[config.mk]
export PLATFORM = sky130hd
export DESIGN_NAME = mem_arbiter
export DESIGN_NICKNAME = d
export VERILOG_FILES = /design/src/rtl/mem_arbiter_pkg.sv /design/src/rtl/ff.sv /design/src/rtl/mem_arbiter.sv
export SDC_FILE = /design/constraint.sdc
export NUM_CORES = 1
export LEC_CHECK = 0
export ABC_AREA = 1
export BUFFER_PORTS_ARGS = -buffer_cell sky130_fd_sc_hd__buf_4
export CORE_AREA = 2 2 291 293
export CTS_BUF_LIST = sky130_fd_sc_hd__clkbuf_4 sky130_fd_sc_hd__clkbuf_8
export DETAILED_ROUTE_END_ITERATION = 10
export DIE_AREA = 0 0 293 295
export SETUP_SLACK_MARGIN = 0.05
export SYNTH_ARGS = -nofsm -noshare
export SYNTH_HDL_FRONTEND = slang
export SYNTH_HIERARCHICAL = 1
export SYNTH_SLANG_ARGS = --single-unit
[constraint.sdc]
create_clock -name clk -period 4.5 [get_ports clk]
set_clock_uncertainty 0.05 [all_clocks]
set_input_delay 0.9 -clock clk [delete_from_list [all_inputs] [get_ports clk]]
set_output_delay 0.9 -clock clk [all_outputs]
set_load 0.01 [all_outputs]
[src/rtl/mem_arbiter_pkg.sv]
// Shared definitions for the memory-port arbiter slice.
package mem_arbiter_pkg;

  localparam int unsigned ADDRESS_BITS   = 32;
  localparam int unsigned CACHE_LINE_LEN = 128;

  typedef enum logic [1:0] {
    ARB_IDLE   = 2'd0,
    ARB_BUSY_I = 2'd1,
    ARB_BUSY_D = 2'd2
  } arb_state_e;

  typedef enum logic {
    OWNER_I = 1'b0,
    OWNER_D = 1'b1
  } arb_owner_e;

endpackage

[src/rtl/ff.sv]
// Generic register with synchronous active-high reset and load enable.
module ff #(
  parameter int unsigned     WIDTH       = 1,
  parameter logic [WIDTH-1:0] RESET_VALUE = '0
) (
  input  logic             clk,
  input  logic             reset,
  input  logic             en,
  input  logic [WIDTH-1:0] d,
  output logic [WIDTH-1:0] q
);

  // Load d when enabled; reset wins.
  always_ff @(posedge clk) begin
    if (reset) q <= RESET_VALUE;
    else if (en) q <= d;
  end

endmodule

[src/rtl/mem_arbiter.sv]
// Round-robin arbiter sharing the main-memory port between the icache
// refill path and the dcache fill/writeback path. The port is locked to
// the granted side until memory responds.
module mem_arbiter
  import mem_arbiter_pkg::*;
#(
  parameter int unsigned ADDR_W = ADDRESS_BITS,
  parameter int unsigned LINE_W = CACHE_LINE_LEN
) (
  input  logic              clk,
  input  logic              reset,
  input  logic              i_req,
  input  logic [ADDR_W-1:0] i_addr,
  output logic              i_resp,
  output logic [LINE_W-1:0] i_rdata,
  input  logic              d_req,
  input  logic              d_we,
  input  logic [ADDR_W-1:0] d_addr,
  input  logic [LINE_W-1:0] d_wdata,
  output logic              d_resp,
  output logic [LINE_W-1:0] d_rdata,
  output logic              mem_req,
  output logic              mem_we,
  output logic [ADDR_W-1:0] mem_addr,
  output logic [LINE_W-1:0] mem_wdata,
  input  logic              mem_resp,
  input  logic [LINE_W-1:0] mem_rdata,
  output logic              busy
);

  arb_state_e  state_q, state_d;
  arb_owner_e  last_grant_q, last_grant_d;
  logic        grant_i, grant_d;
  logic [LINE_W-1:0] i_rdata_q, d_rdata_q;

  // State and round-robin pointer registers.
  always_ff @(posedge clk) begin
    if (reset) begin
      state_q      <= ARB_IDLE;
      last_grant_q <= OWNER_D;
    end else begin
      state_q      <= state_d;
      last_grant_q <= last_grant_d;
    end
  end

  // Arbitration in IDLE, release on memory response while busy.
  always_comb begin
    state_d      = state_q;
    last_grant_d = last_grant_q;
    grant_i      = 1'b0;
    grant_d      = 1'b0;
    unique case (state_q)
      ARB_IDLE: begin
        if (i_req && (!d_req || last_grant_q == OWNER_D)) begin
          grant_i      = 1'b1;
          state_d      = ARB_BUSY_I;
          last_grant_d = OWNER_I;
        end else if (d_req) begin
          grant_d      = 1'b1;
          state_d      = ARB_BUSY_D;
          last_grant_d = OWNER_D;
        end
      end
      ARB_BUSY_I, ARB_BUSY_D: begin
        if (mem_resp) state_d = ARB_IDLE;
      end
      default: state_d = ARB_IDLE;
    endcase
  end

  // Request latches, loaded only on grant so they stay frozen while busy.
  ff #(.WIDTH(ADDR_W), .RESET_VALUE('0)) u_addr_ff (
    .clk(clk), .reset(reset), .en(grant_i | grant_d),
    .d(grant_d ? d_addr : i_addr), .q(mem_addr)
  );

  ff #(.WIDTH(1), .RESET_VALUE('0)) u_we_ff (
    .clk(clk), .reset(reset), .en(grant_i | grant_d),
    .d(grant_d & d_we), .q(mem_we)
  );

  ff #(.WIDTH(LINE_W), .RESET_VALUE('0)) u_wdata_ff (
    .clk(clk), .reset(reset), .en(grant_d),
    .d(d_wdata), .q(mem_wdata)
  );

  // Response steering: only the current owner sees the pulse.
  assign i_resp = (state_q == ARB_BUSY_I) && mem_resp;
  assign d_resp = (state_q == ARB_BUSY_D) && mem_resp;

  // Last-delivered line per side, shown whenever no response is in flight.
  ff #(.WIDTH(LINE_W), .RESET_VALUE('0)) u_i_rdata_ff (
    .clk(clk), .reset(reset), .en(i_resp), .d(mem_rdata), .q(i_rdata_q)
  );

  ff #(.WIDTH(LINE_W), .RESET_VALUE('0)) u_d_rdata_ff (
    .clk(clk), .reset(reset), .en(d_resp), .d(mem_rdata), .q(d_rdata_q)
  );

  assign i_rdata = i_resp ? mem_rdata : i_rdata_q;
  assign d_rdata = d_resp ? mem_rdata : d_rdata_q;

  // mem_req is a decode of the registered state, never of the request inputs.
  assign mem_req = (state_q != ARB_IDLE);
  assign busy    = (state_q != ARB_IDLE);

endmodule
==> results.py <==
metrics = {
    "synth": {
        "synth_area_per_cell_um2": 6.16,
        "synth_fa_ha_area_share_pct": 0.175,
        "synth.top_cell.area_share_pct": 39.3,
        "synth_cell_type_count": 20,
        "synth_top_family_by_area": "simple AND/OR/NAND/NOR gates",
        "yosys_warnings": 6,
        "synth_cells": 3479,
        "ys_seq_elements": 420,
        "synth_top_cell_by_area": "dfxtp_1",
        "syn_nets": 3808,
        "synth_mux_area_share_pct": 0,
        "synthSimpleGateAreaFrac_pct": 35.8,
        "synth_compound_area_share_pct": 8.11,
        "synthTopCellsByArea": "dfxtp_1, nand2_1, nor2_1",
        "synth_xor_area_share_pct": 0,
        "ys_seq_area_share_pct": 39.3,
        "syn_area_um2": 21400,
    },
    "clock_tree": {
        "cts_hold_buf": 0,
        "cts_setup_buffers": 0,
        "cts-root-buf": "clkbuf_8",
        "cts_buffer_depth": 3,
        "numCtsBuffers": 83,
        "clk_pin_slew_worst_paths_ps": 50,
        "h-tree-depth": 3,
        "ctsResizeCount": 0,
        "tritoncts": "done",
        "clk_latency_ps": 660,
        "cts_sinks": 420,
    },
    "pwr": {
        "p_sw_share_pct": 30.3,
        "combPwrFrac_pct": 21.8,
        "power.switching_mw": 3.28,
        "p_clk_share_pct": 39.4,
        "p_leak_nw": 15.6,
        "seqPwrFrac_pct": 38.7,
        "ir_drop_v": 0.000262,
        "p_total_mw": 10.8,
        "power_density_nw_per_um2": 371,
        "p_int_mw": 7.54,
    },
    "placed_design": {
        "io_buffers": 746,
        "gp_congestion": 0.896,
        "pre_cts_ws_ps": 1190,
        "dp_hpwl_um": 54700,
    },
    "die": {
        "die_h_um": 295,
        "num_rows": 106,
        "die_x_um": 293,
        "design.core.area_um2": 83200,
        "io_pins": 747,
        "dieArea_um2": 86400,
        "start_util_pct": 25.8,
    },
    "timing": {
        "setup_viol": 0,
        "rsz0062_at_grt": "no",
        "final.setup.tns_ps": 0,
        "timing.final.ws_setup_ps": 823,
        "max-slew-margin-rel_pct": 36.5,
        "tightestPinTransition_ps": 952,
        "final-hold-violation-count": 0,
        "max_freq_mhz": 272,
        "post-route-min-period_ps": 3680,
        "slew_violations": 0,
        "finalCritPeriodShare_pct": 81.7,
    },
    "critical_path": {
        "cp.arrival_ps": 2730,
        "end_kind": "primary output",
        "required_ps": 3550,
        "crit_path_top_delay_cell": "buf_4",
        "cp_common_cell": "buf_4",
        "cp_max_fo": 76,
        "path_class": "flip-flop to primary output",
        "cp_cell_sequence": "inv_1 > ha_1 > nand2_8 > buf_4 > nand2_1 > o21ai_2 > buf_4",
        "slowest_delay_ps": 420,
        "r2r_cells": 9,
        "start_kind": "flip-flop",
    },
    "routing": {
        "drt-initial-drc-count": 896,
        "post_drt_via_cell_ratio": 4.06,
        "post-route-drc-count": 0,
        "wl_per_cell_um": 13.9,
        "vias": 21500,
        "first_pass_iters": 7,
        "drt_wl_total_um": 73700,
        "drtAntennaViolNets": 0,
    },
    "min_path": {
        "hold_path_class": "flip-flop to flip-flop",
        "hold_depth": 2,
    },
    "grt": {
        "grt_pass1_wl_um": 112000,
        "grt_use_total_pct": 16.4,
        "grt_overflow": 0,
        "grt_max_degree": 172,
        "antenna_found_initial": 3,
        "grt_pass1_vias": 20300,
    },
    "layout": {
        "fin_util_pct": 35.1,
        "final_nets": 4474,
        "layout_commonest_cell": "nand2_1",
        "final_cell_mix": "nand2_1, nor2_1, buf_4",
        "area_delta_synth_final_pct": 36.2,
        "drive_gt1_share_pct": 25.1,
    },
    "status": {
        "status": "completed",
    },
    "job": {
        "maxCapViolCount": 0,
    },
}
-- area by class of cell --
cell class	instances	area, um2
Fill cell	9159	54000
Multi-Input combinational cell	2300	9490
Sequential cell	420	8410
Timing Repair Buffer	780	5970
Inverter	560	2130
Clock buffer	125	1570
Tap cell	1080	1350
Clock inverter	20	259
Antenna cell	3	7.51
-- worst paths after layout --
path                                      to  slack (ps)                            from
min           u_wdata_ff/q[117]$_SDFFE_PP0P_         420  u_wdata_ff/q[117]$_SDFFE_PP0P_
min reg2reg   u_wdata_ff/q[117]$_SDFFE_PP0P_         420  u_wdata_ff/q[117]$_SDFFE_PP0P_
max reg2reg  u_d_rdata_ff/q[39]$_SDFFE_PP0P_        1600         state_q[0]$_SDFFE_PP0P_
max                              d_rdata[57]         820         state_q[0]$_SDFFE_PP0P_
-- layer usage --
layer	global-route usage (%)	wire length (um)
met1	17.4	28400
met2	30.5	37700
met3	4.72	5200
met4	6.42	2410
met5	0	0
-- worst max-delay path: cells and delay by family, from the launching register on --
family | cells | cell delay [ps]
adders and majority gates | 1 | 290
and+or+nand+nor | 2 | 520
DFF | 1 | 350
AOI/OAI and AO/OA | 1 | 80
buffers and inverters | 3 | 630
-- power by group through the flow --
stage	Combinational (mW)	Sequential (mW)	Clock [mW]
finish	2.36	4.19	4.27
global route	2.64	4.22	4.61
CTS	2.39	4.19	4.45
detailed placement	2.39	4.27	0
global placement	2.37	4.26	0
floorplan	1.28	4.29	0
-- logic make-up (layout without fill, tap and decap cells) --
group | after synthesis | count (layout)
AO/OA/AOI/OAI | 258 | 258
adder cells (fa/ha/maj) | 3 | 3
AND/OR/NAND/NOR | 2039 | 2039
flip-flops | 420 | 420
other | 0 | 3
buffers and inverters | 759 | 1485
-- flip-flops by register name, indices dropped and copies added, names as in the netlist --
signal	cells
u_d_rdata_ff/q	128
u_we_ff/q	1
u_wdata_ff/q	128
u_addr_ff/q	32
state_q	2
last_grant_q	1
u_i_rdata_ff/q	128
-- through the flow --
stage,cells,hold slack (ps),instance area (um2)
floorplan,3479,399,21400
global placement,5140,407,27300
detailed placement,5140,413,27300
CTS,5285,366,29200
global route,5288,398,29200
finish,5288,418,29200
-- synthesized netlist by cell type --
| cell | n |
|---|---|
| a21oi_1 | 2 |
| buf_2 | 99 |
| buf_4 | 36 |
| buf_6 | 60 |
| clkbuf_1 | 4 |
| dfxtp_1 | 420 |
| ha_1 | 3 |
| inv_1 | 558 |
| inv_2 | 1 |
| inv_4 | 1 |
| nand2_1 | 1194 |
| nand2_2 | 3 |
| nand2_4 | 1 |
| nand3_1 | 1 |
| nand4_1 | 1 |
| nor2_1 | 838 |
| nor2_2 | 1 |
| o21ai_0 | 36 |
| o21ai_1 | 101 |
| o21ai_2 | 119 |
(Power assumes the default switching activity.)
